`config.mk`:
```
export PLATFORM = sky130hd
export DESIGN_NAME = hex_display_ctrl
export DESIGN_NICKNAME = d
export VERILOG_FILES = /design/src/rtl/hex_display_ctrl.sv
export SDC_FILE = /design/constraint.sdc
export NUM_CORES = 1
export LEC_CHECK = 0
export ABC_CLOCK_PERIOD_IN_PS = 17050
export CAP_MARGIN = 10
export CORE_ASPECT_RATIO = 0.5
export CORE_MARGIN = 10
export CORE_UTILIZATION = 55
export DETAILED_ROUTE_END_ITERATION = 16
export PLACE_DENSITY_LB_ADDON = 0.08
export SLEW_MARGIN = 20
export SYNTH_ARGS = -nofsm -noshare
export SYNTH_HDL_FRONTEND = slang
export SYNTH_SLANG_ARGS = --single-unit
```
`constraint.sdc`:
```
create_clock -name clk -period 17.05 [get_ports clk]
set_input_delay 2.5575 -clock clk [delete_from_list [all_inputs] [get_ports clk]]
set_output_delay 2.5575 -clock clk [all_outputs]
set_load 0.005 [all_outputs]
```
`src/rtl/hex_display_ctrl.sv`:
```
// hex_display_ctrl: seven-segment controller for up to eight active-low HEX digits.
// It takes one write port with a valid/ready handshake and renders the value
// either as hex nibbles or as decimal, using a sequential double-dabble conversion.
// Each digit can be blanked or made to blink.
// Optional build macro LEADING_ZERO_BLANK_EN: when defined, leading zeros of a
// decimal value are dark. Digit 0 always shows.
module hex_display_ctrl #(
    parameter int DIGITS     = 8,
    parameter int BLINK_HALF = 25000000
) (
    input  logic                  clk,
    input  logic                  reset,
    input  logic                  wr_valid,
    output logic                  wr_ready,
    input  logic [4*DIGITS-1:0]   wr_data,
    input  logic                  wr_mode,
    input  logic [DIGITS-1:0]     wr_blank,
    input  logic [DIGITS-1:0]     wr_blink,
    output logic                  busy,
    output logic                  overflow,
    output logic [7*DIGITS-1:0]   HEX
);

    localparam int W  = 4 * DIGITS;
    localparam int CW = $clog2(BLINK_HALF);
    localparam int SW = $clog2(W) + 1;
    localparam logic [CW-1:0] CNT_MAX    = CW'(BLINK_HALF - 1);
    localparam logic [SW-1:0] SHIFT_LAST = SW'(W - 1);
    localparam logic [6:0]    SEG_DARK   = 7'h7F;
    localparam logic [6:0]    SEG_DASH   = 7'b0111111;

    // Largest value that fits in DIGITS decimal digits (10^DIGITS - 1).
    function automatic longint pow10_minus1(input int n);
        longint p;
        p = 1;
        for (int i = 0; i < n; i++) p = p * 10;
        return p - 1;
    endfunction

    localparam logic [W-1:0] DEC_MAX = W'(pow10_minus1(DIGITS));

    // DE2-style active-low glyphs, bit 0 = segment a.
    function automatic logic [6:0] seg_decode(input logic [3:0] v);
        case (v)
            4'h0:    return 7'h40;
            4'h1:    return 7'h79;
            4'h2:    return 7'h24;
            4'h3:    return 7'h30;
            4'h4:    return 7'h19;
            4'h5:    return 7'h12;
            4'h6:    return 7'h02;
            4'h7:    return 7'h78;
            4'h8:    return 7'h00;
            4'h9:    return 7'h10;
            4'hA:    return 7'h08;
            4'hB:    return 7'h03;
            4'hC:    return 7'h46;
            4'hD:    return 7'h21;
            4'hE:    return 7'h06;
            default: return 7'h0E;
        endcase
    endfunction

    typedef enum logic {IDLE, CONV} state_t;

    state_t               state_reg;
    logic                 wr_ready_reg;
    logic                 busy_reg;
    logic                 overflow_reg;
    logic [W-1:0]         digit_reg;
    logic [DIGITS-1:0]    blank_reg;
    logic [DIGITS-1:0]    blink_reg;
    logic [W-1:0]         bin_reg;
    logic [W-1:0]         bcd_reg;
    logic [SW-1:0]        shift_cnt_reg;
    logic [CW-1:0]        blink_cnt_reg;
    logic                 phase_reg;
    logic [7*DIGITS-1:0]  hex_reg;
`ifdef LEADING_ZERO_BLANK_EN
    logic                 dec_reg;
`endif

    logic [W-1:0]         bcd_adj;
    logic [W-1:0]         bcd_next;
    logic [DIGITS-1:0]    lz_dark;
    logic [7*DIGITS-1:0]  hex_next;

    // Double-dabble step: add 3 to every nibble >= 5, then shift in the next MSB.
    // Because the value is range-checked first, the top BCD bit never carries out.
    for (genvar gi = 0; gi < DIGITS; gi++) begin : g_dabble
        assign bcd_adj[4*gi +: 4] = (bcd_reg[4*gi +: 4] >= 4'd5) ?
                                    bcd_reg[4*gi +: 4] + 4'd3 : bcd_reg[4*gi +: 4];
    end
    assign bcd_next = W'({bcd_adj, bin_reg[W-1]});

`ifdef LEADING_ZERO_BLANK_EN
    // Digit i (i > 0) is a leading zero when it and every digit above it are zero.
    for (genvar gi = 0; gi < DIGITS; gi++) begin : g_lz
        if (gi == 0) begin : g_lsd
            assign lz_dark[gi] = 1'b0;
        end else begin : g_upper
            assign lz_dark[gi] = dec_reg && (digit_reg[W-1:4*gi] == '0);
        end
    end
`else
    assign lz_dark = '0;
`endif

    // Per-digit segment select: blank > blink-dark > overflow dash > leading zero > glyph.
    for (genvar gi = 0; gi < DIGITS; gi++) begin : g_render
        assign hex_next[7*gi +: 7] =
            blank_reg[gi]                ? SEG_DARK :
            (blink_reg[gi] && phase_reg) ? SEG_DARK :
            overflow_reg                 ? SEG_DASH :
            lz_dark[gi]                  ? SEG_DARK :
                                           seg_decode(digit_reg[4*gi +: 4]);
    end

    // Write acceptance, range check and the bit-serial binary-to-BCD conversion.
    always_ff @(posedge clk or posedge reset) begin
        if (reset) begin
            state_reg     <= IDLE;
            wr_ready_reg  <= 1'b1;
            busy_reg      <= 1'b0;
            overflow_reg  <= 1'b0;
            digit_reg     <= '0;
            blank_reg     <= '1;
            blink_reg     <= '0;
            bin_reg       <= '0;
            bcd_reg       <= '0;
            shift_cnt_reg <= '0;
`ifdef LEADING_ZERO_BLANK_EN
            dec_reg       <= 1'b0;
`endif
        end else begin
            case (state_reg)
                IDLE: begin
                    if (wr_valid) begin
                        blank_reg <= wr_blank;
                        blink_reg <= wr_blink;
`ifdef LEADING_ZERO_BLANK_EN
                        dec_reg   <= wr_mode;
`endif
                        if (!wr_mode) begin
                            digit_reg    <= wr_data;
                            overflow_reg <= 1'b0;
                        end else if (wr_data > DEC_MAX) begin
                            overflow_reg <= 1'b1;
                        end else begin
                            state_reg     <= CONV;
                            wr_ready_reg  <= 1'b0;
                            busy_reg      <= 1'b1;
                            bin_reg       <= wr_data;
                            bcd_reg       <= '0;
                            shift_cnt_reg <= '0;
                        end
                    end
                end
                CONV: begin
                    bin_reg       <= {bin_reg[W-2:0], 1'b0};
                    bcd_reg       <= bcd_next;
                    shift_cnt_reg <= shift_cnt_reg + 1'b1;
                    if (shift_cnt_reg == SHIFT_LAST) begin
                        digit_reg    <= bcd_next;
                        overflow_reg <= 1'b0;
                        state_reg    <= IDLE;
                        wr_ready_reg <= 1'b1;
                        busy_reg     <= 1'b0;
                    end
                end
                default: state_reg <= IDLE;
            endcase
        end
    end

    // Free-running blink timebase; writes never disturb it.
    always_ff @(posedge clk or posedge reset) begin
        if (reset) begin
            blink_cnt_reg <= '0;
            phase_reg     <= 1'b0;
        end else if (blink_cnt_reg == CNT_MAX) begin
            blink_cnt_reg <= '0;
            phase_reg     <= ~phase_reg;
        end else begin
            blink_cnt_reg <= blink_cnt_reg + 1'b1;
        end
    end

    // Registered segment outputs, one cycle behind the digit/mask state.
    always_ff @(posedge clk or posedge reset) begin
        if (reset) hex_reg <= '1;
        else       hex_reg <= hex_next;
    end

    assign wr_ready = wr_ready_reg;
    assign busy     = busy_reg;
    assign overflow = overflow_reg;
    assign HEX      = hex_reg;

endmodule

```
# Yosys cells after proc, flatten, opt, wreduce, memory -nomap -nowiden
# Memory sizes are Yosys's and may differ from the RTL's.
# Cells that the tools add are included.
dict set report word_totals {
  ff_bits 204
  mem_bits_ro 896
  elab_cells 131
  memories 8
}
# memory words width read_ports rd_ports_with_merged_regs write_ports line
set memory_table {}
lappend memory_table {{(name not given)} 16 7 1 0 0 44} ;# case (v)
lappend memory_table {{(name not given)} 16 7 1 0 0 44}
lappend memory_table {{(name not given)} 16 7 1 0 0 44}
lappend memory_table {{(name not given)} 16 7 1 0 0 44}
lappend memory_table {{(name not given)} 16 7 1 0 0 44}
lappend memory_table {{(name not given)} 16 7 1 0 0 44}
lappend memory_table {{2 more memories} - - - - - -}
dict set report op_classes {
  addsub 10
  order_cmp 9
  n_eq_ne 8
  n_mux 68
  bitwise 2
  n_reduce_logical 13
}
# op n
set op_table {}
lappend op_table {{32-bit two-way mux} 9}
lappend op_table {{32-bit one-hot mux with 2 select lines} 3}
lappend op_table {{7-bit two-way mux} 24}
lappend op_table {{4-bit by 3-bit greater-or-equal comparator with 1-bit output, second input constant} 8}
lappend op_table {{32-bit by 27-bit > comparator with 1-bit output, second input constant} 1}
lappend op_table {{4-bit by 2-bit adder with 4-bit output, second input constant} 7}
lappend op_table {{4-bit two-way mux} 7}
lappend op_table {{25-bit by 1-bit adder with 25-bit output, second input constant} 1}
lappend op_table {{25-bit == test, second input constant} 1}
lappend op_table {{25-bit two-way mux} 1}
lappend op_table {{6-bit two-way mux} 3}
lappend op_table {{1-bit two-way mux} 15}
lappend op_table {{6-bit one-hot mux with 2 select lines} 1}
lappend op_table {{3-bit AND reduction} 3}
lappend op_table {{1-bit logical AND} 8}
lappend op_table {{2-bit inequality test, second input constant} 4}
lappend op_table {{1-bit one-hot mux with 2 select lines} 4}
lappend op_table {{6-bit by 1-bit adder with 6-bit output, second input constant} 1}
lappend op_table {{6-bit by 5-bit == test with 1-bit output, second input constant} 1}
lappend op_table {{4-bit AND reduction} 1}
lappend op_table {{3-bit by 2-bit adder with 3-bit output, second input constant} 1}
lappend op_table {{3-bit two-way mux} 1}
lappend op_table {{3-bit inequality test, second input constant} 1}
lappend op_table {{2-bit by 1-bit inequality test with 1-bit output, second input constant} 1}
lappend op_table {{other kinds (2)} 3}

# Longest topological paths before layout
# Gate-level depths: netlist (run 1).
dict set report depth {
  depth_word 5
  ltp_mapped 7
  depth_no_buf 7
}

# Worst setup path after synthesis (run 1)
# OpenSTA, ideal clock, no wires.
dict set report synth_path {
  kind {input -> register}
  startpoint {in wr_data[27]}
  endpoint {reg bin_reg[27]}
  setup_time_ns 0.121
  arrival_time_ns 4.122
  required_ns 16.929
  path_slack_ns 12.807
  path_stages 7
  cell_sequence {or4_4 -> a211oi_4 -> nand3_2 -> o21a_1 -> buf_6 -> buf_6 -> a22o_1}
}
dict set report synth_between {
  elab_chain_cells 4
}
# item line
set synth_rtl {}
lappend synth_rtl {{start: declaration} 15} ;# input logic [4*DIGITS-1:0] wr_data,
lappend synth_rtl {{parallel branches: the longest is 4 deep, another holds 32-bit by 27-bit > comparator with 1-bit output} -}
lappend synth_rtl {{end signal: assignment} 153} ;# bin_reg <= wr_data;
lappend synth_rtl {{end signal: assignment} 160} ;# bin_reg <= {bin_reg[W-2:0], 1'b0};
lappend synth_rtl {{end: declaration} 73} ;# logic [W-1:0] bin_reg;
# Parallel ways; which one is timed is not known. The select of a mux whose other input is x is not followed.
# A chain may end at the register's enable or synchronous reset.

# Worst setup path in the final report (run 1)
dict set report layout_path {
  startpoint {in wr_data[27]}
  endpoint {reg bin_reg[2]}
}
dict set report layout_between {
  elab_chain_cells 3
}
# item line
set layout_rtl {}
lappend layout_rtl {{32-bit by 27-bit > comparator with 1-bit output} 147} ;# end else if (wr_data > DEC_MAX) begin
lappend layout_rtl {{2-bit inequality test (no source line)} -}
lappend layout_rtl {{3-bit AND reduction (no source line)} -}
# Every way passes these cells.

==> results of run 1 <==
-- cells in the final DEF, fill, tap and decap left out, types with 10 or more instances in the layout --
cell type          n
nand2_1          166
dfrtp_1          139
clkdlybuf4s50_1  110
ha_1              66
dfstp_2           65
inv_1             62
o21ai_1           53
o211ai_1          40
a21oi_1           39
a21o_1            33
nand2b_1          31
nor2_1            31
mux2i_1           25
xnor2_1           21
clkbuf_16         21
nand3_1           19
o221a_1           17
a211oi_1          16
o311ai_1          16
or3_1             15
xor2_1            14
o21ai_0           12
nand4_1           11
nor2b_1           10
-- final cells by class --
class | instances | area share, %
sequential | 204 | 41.1
multi-input combinational | 728 | 39.8
timing repair buffer | 118 | 9.21
clock buffer | 29 | 4.88
tap | 259 | 2.57
inverter | 64 | 1.96
clock inverter | 5 | 0.427
-- layer usage --
metal | track usage, % | vias up
li1 | - | 3856
met4 | 3.30 | 0
met5 | 0 | -
met2 | 29.9 | 207
met3 | 4.20 | 29
met1 | 28.7 | 3924
-- path summary, 6_finish.rpt --
kind / startpoint / end / slack [ps] / cells after the start
max: wr_data[27] / bin_reg[2]$_DFFE_PP0P_ / 12210 / 7
min: blank_reg[1]$_DFFE_PP1P_ / blank_reg[1]$_DFFE_PP1P_ / 460 / 2
max reg2reg: state_reg$_DFF_PP0_ / bin_reg[13]$_DFFE_PP0P_ / 14480 / 6
min reg2reg: blank_reg[1]$_DFFE_PP1P_ / blank_reg[1]$_DFFE_PP1P_ / 460 / 2
max in group asynchronous: reset / bin_reg[29]$_DFFE_PP0P_ / 13000 / 3
min in group asynchronous: reset / blink_reg[2]$_DFFE_PP0P_ / 2660 / 2
-- power by group through the flow --
stage / Clock (mW) / Sequential (mW) / Combinational [mW]
after global placement: 0 / 0.689 / 0.406
after floorplan: 0 / 0.661 / 0.306
after global routing: 0.484 / 0.702 / 0.477
after detailed placement: 0 / 0.693 / 0.424
final: 0.454 / 0.688 / 0.425
after CTS: 0.462 / 0.686 / 0.427
-- through the flow --
stage | worst slack (ps) | std cells
after detailed placement | 11740 | 1373
final | 12210 | 1407
after floorplan | 9030 | 1045
after CTS | 12260 | 1407
after global routing | 12130 | 1407
after global placement | 11820 | 1373
-- synthesized netlist by cell type, types with 10 or more instances --
cell / n / area [um^2]
nand2_1: 166 / 623
dfrtp_1: 139 / 3480
ha_1: 66 / 826
dfstp_2: 65 / 1710
inv_1: 63 / 236
o21ai_1: 53 / 265
o211ai_1: 40 / 300
a21oi_1: 39 / 195
clkbuf_1: 39 / 146
a21o_1: 33 / 248
nand2b_1: 31 / 194
nor2_1: 31 / 116
mux2i_1: 25 / 250
xnor2_1: 21 / 184
nand3_1: 19 / 95.1
o221a_1: 17 / 191
a211oi_1: 16 / 120
o311ai_1: 16 / 140
or3_1: 15 / 93.8
xor2_1: 14 / 123
o21ai_0: 12 / 60.1
nand4_1: 11 / 68.8
nor2b_1: 10 / 62.6
-- worst max-delay path, delay by kind of cell --
family	cells	cell delay [ps]
buffers and inverters	2	730
AO/OA/AOI/OAI	3	1080
AND/OR/NAND/NOR	2	850
-- cells by family after synthesis --
kind of cell	Yosys count	synth area share, %
and+or+nand+nor	325	14.7
AOI/OAI and AO/OA	269	17.7
DFF	204	48.6
buffers and inverters	113	4.30
adders and majority gates	66	7.74
xor gates and xnor gates	35	2.87
muxes	33	4.03
==> results.toml, run 1 <==
[status]
status = "completed"

[floorplan]
initial_core_util_pct = 57.0
die_h_um = 118
placementRows = 35
ios = 111
die_w_um = 217
dieArea_um2 = 25700
coreArea_um2 = 18700

[job]
maxCapViolations = 0

[finish]
largest_reg_flops = 56
stdcell_area_um2 = 12600
nFillCells = 1467
area_growth_pct = 18.2
diodes = 0
post-route-util_pct = 67.4
regArea_um2 = 5190
nets = 1254
multi_input_area_um2 = 5020
drive_gt1_share_pct = 10.8

[power_and_ir_drop]
pwr-share-comb_pct = 27.1
vdd_drop_max_mv = 0.0789
p_sw_uw = 497
p_total_mw = 1.57
power_density_nw_per_um2 = 124
p_clk_share_pct = 29.0
leakage_nw = 5.55
p_sw_share_pct = 31.7
cell_internal_pwr_mw = 1.07
seqPwrFrac_pct = 43.9

[clock_network]
root_buffer = "clkbuf_16"
htreeDepth = 1
cts_resized = 0
numCtsBuffers = 20
cts_tree = "built"
clk_pin_slew_ps = 60
cts_buffer_depth = 3
cts.repair_timing.setup_buffer_count = 0
cts_hold_buf = 0
clk_latency_ps = 500
cts_sinks = 204

[route]
ant_nets = 0
drt_iter0_drc = 675
wl_met2_um = 11100
route.detailed.drc = 0
drt-total-wl_um = 25700
wl_met3_um = 1650
wl_met1_um = 12600
first_pass_iters = 5
via_per_inst = 5.70
num_vias = 8016
wl_per_cell_um = 18.2
routed.top_layer = "met4"

[hold_path]
hp-class = "flop to flop"

[sta]
finalHoldViolCount = 0
tightest_slew_ps = 909
drv_slew = 0
setup_viol_count_final = 0
min_period_over_period_pct = 28.4
rsz0062_at_grt = "no"
tns_ps = 0
min_period_ps = 4840
max_freq_mhz = 207
whs_ps = 460
clock_skew_ps = 11.9
slew_headroom_pct = 39.4

[synthesis]
async_flop_share_pct = 100
yosysSeqAreaShare_pct = 48.6
synth_seq_cells = 204
ys.warnings.count = 0
synth-edff-count = 0
syn_nets = 1163
synthCells = 1045
synthFlopType = "dfrtp_1"
syn-cell-area_um2 = 10700
syn_avg_cell_area_um2 = 10.2
synth.distinct_cells = 55

[place]
placed_area_um2 = 11900
gp_congestion = 0.876
hpwl_um = 18600
port_buffers = 110

[grt]
grt_pass1_wl_um = 42200
antenna_found_initial = 0
grt_max_degree = 136
gr-total-overflow = 0
first_global_vias = 7928
groute.usage.overall_pct = 19.7

[setup_path]
critPathLaunchType = "input pin"
worst-path-max-fanout = 25
cp.arrival_ps = 5230
crit_type = "input pin to flop"
endpoint_kind = "flop"
cpMaxStageDelayCell = "or4_4"
required_ps = 17430
max_stage_delay_ps = 580
worstPathCellList = "clkdlybuf4s50_1, or4_4, or2_4, a211oi_4, o21ai_2, buf_4, o221a_2"
Power figures use the tool's default switching activity.
==> run 2: changes to the inputs <==
--- a/config.mk
+++ b/config.mk
@@ -5,7 +5,7 @@
 export SDC_FILE = /design/constraint.sdc
 export NUM_CORES = 1
 export LEC_CHECK = 0
-export ABC_CLOCK_PERIOD_IN_PS = 17050
+export ABC_CLOCK_PERIOD_IN_PS = 4800
 export CAP_MARGIN = 10
 export CORE_ASPECT_RATIO = 0.5
 export CORE_MARGIN = 10
==> constraint.sdc (replaced) <==
create_clock -name clk -period 4.8 [get_ports clk]
set_input_delay 0.72 -clock clk [delete_from_list [all_inputs] [get_ports clk]]
set_output_delay 0.72 -clock clk [all_outputs]
set_load 0.005 [all_outputs]
==> results.toml, run 2 (synthesis results as in run 1) <==
[finish]
largest_reg_flops = 56
area_growth_pct = 17.6
final_common_cell = "nand2_1"
stdcell_area_um2 = 12500
layout_common_cells = "nand2_1 (166), dfrtp_1 (138), clkdlybuf4s50_1 (110)"
drive_gt1_share_pct = 10.4
diodes = 0
nets = 1255

[setup_path]
worst-path-max-fanout = 21
critPathLaunchType = "input pin"
cpLargestDelayFamily = "simple AND/OR/NAND/NOR gates"
required_ps = 5190
critical_path_buf_inv_count = 1
endpoint_kind = "flop"
cp.arrival_ps = 3400
max_stage_delay_ps = 590
worstPathCellList = "clkdlybuf4s50_1, or4_4, a211oi_4, nand3_1, nand2b_1, o221a_1"
cpMaxStageDelayCell = "or4_4"
crit_type = "input pin to flop"

[sta]
rsz0062_at_grt = "no"
tightest_slew_ps = 1060
max_freq_mhz = 332
setup_viol_count_final = 0
slew_headroom_pct = 29.1
finalHoldViolCount = 0
drv_slew = 0
clock_skew_ps = 26.2
tns_ps = 0
min_period_over_period_pct = 62.8
min_period_ps = 3010
whs_ps = 450

[clock_network]
clk_latency_ps = 500
numCtsBuffers = 19
htreeDepth = 1
cts_buffer_depth = 3
cts_tree = "built"
cts_sinks = 204
clk_pin_slew_ps = 60
root_buffer = "clkbuf_16"
cts.repair_timing.setup_buffer_count = 0
cts_resized = 0
cts_hold_buf = 0

[place]
hpwl_um = 18600
placed_area_um2 = 12000
port_buffers = 110
gp_congestion = 0.826

[floorplan]
die_h_um = 118
coreArea_um2 = 18700
initial_core_util_pct = 57.0
dieArea_um2 = 25700
ios = 111
placementRows = 35
die_w_um = 217

[route]
route.detailed.drc = 0
via_per_inst = 5.75
drt-total-wl_um = 26000
first_pass_iters = 7
drt_iter0_drc = 613
num_vias = 8099
wl_per_cell_um = 18.5
ant_nets = 0

[grt]
grt_max_degree = 121
grt_pass1_wl_um = 42200
first_global_vias = 7886
groute.usage.overall_pct = 19.8
antenna_found_initial = 0
gr-total-overflow = 0

[power_and_ir_drop]
vdd_drop_max_mv = 0.242
power_density_nw_per_um2 = 430
leakage_nw = 5.50

[hold_path]
hp-class = "flop to flop"

[job]
maxCapViolations = 0

[status]
status = "completed"
[run 2: changes by cell type in the layout (fill, tap and decap cells not counted), moves of 2 or more]
cell / delta
buf_12: +2
clkbuf_1: +7
clkbuf_16: -2
clkbuf_8: -3
[run 2: power breakdown]
| group | leakage (nW) | internal (mW) | switching (mW) | total, mW |
|---|---|---|---|---|
| logic | 2.79 | 0.761 | 0.755 | 1.52 |
| registers | 2.43 | 2.10 | 0.343 | 2.44 |
| clock network | 0.279 | 0.787 | 0.648 | 1.43 |
[run 2: metrics by stage]
stage | utilization [%] | std cells | setup WS, ps | total power [mW]
6_report | 67.1 | 1409 | 1790 | 5.39
2_1_floorplan | - | 1045 | 1490 | 3.43
3_3_place_gp | 64.1 | 1375 | 1400 | 3.89
4_1_cts | 67.1 | 1409 | 1830 | 5.42
3_5_place_dp | 64.1 | 1375 | 1310 | 3.97
5_1_grt | 67.1 | 1409 | 1680 | 5.73
[run 2: path summary, 6_finish.rpt]
path | start | to | slack [ps] | cells after the start
worst max-delay path | wr_data[27] | bin_reg[14]$_DFFE_PP0P_ | 1790 | 6
worst min-delay path | blink_cnt_reg[0]$_DFF_PP0_ | blink_cnt_reg[0]$_DFF_PP0_ | 450 | 1
worst max register to register | state_reg$_DFF_PP0_ | bin_reg[14]$_DFFE_PP0P_ | 2000 | 5
worst min register to register | blink_cnt_reg[0]$_DFF_PP0_ | blink_cnt_reg[0]$_DFF_PP0_ | 450 | 1
max in group asynchronous | reset | bcd_reg[31]$_DFFE_PP0P_ | 3520 | 3
min in group asynchronous | reset | digit_reg[9]$_DFFE_PP0P_ | 750 | 3
[run 2: worst reg2reg max path: stages (launching register included)]
cell      delay, ps
dfrtp_2         790
nor2b_1         250
buf_4           260
nand3_1         590
nand2b_1        500
o221a_1         290
[run 2: routing by layer]
metal | wire length (um) | up-vias | global-route usage [%]
met3 | 1880 | 42 | 4.00
met2 | 11200 | 192 | 29.4
met5 | 0 | - | 0
met4 | 544 | 0 | 4.86
met1 | 12400 | 3999 | 29.0
li1 | - | 3866 | -
[run 2: final cells by class]
class | count | area (um^2)
clock buffer | 31 | 551
clock inverter | 3 | 18.8
fill | 1485 | 6150
inverter | 64 | 244
multi-input combinational | 728 | 5020
sequential | 204 | 5190
tap | 259 | 324
timing repair buffer | 120 | 1200
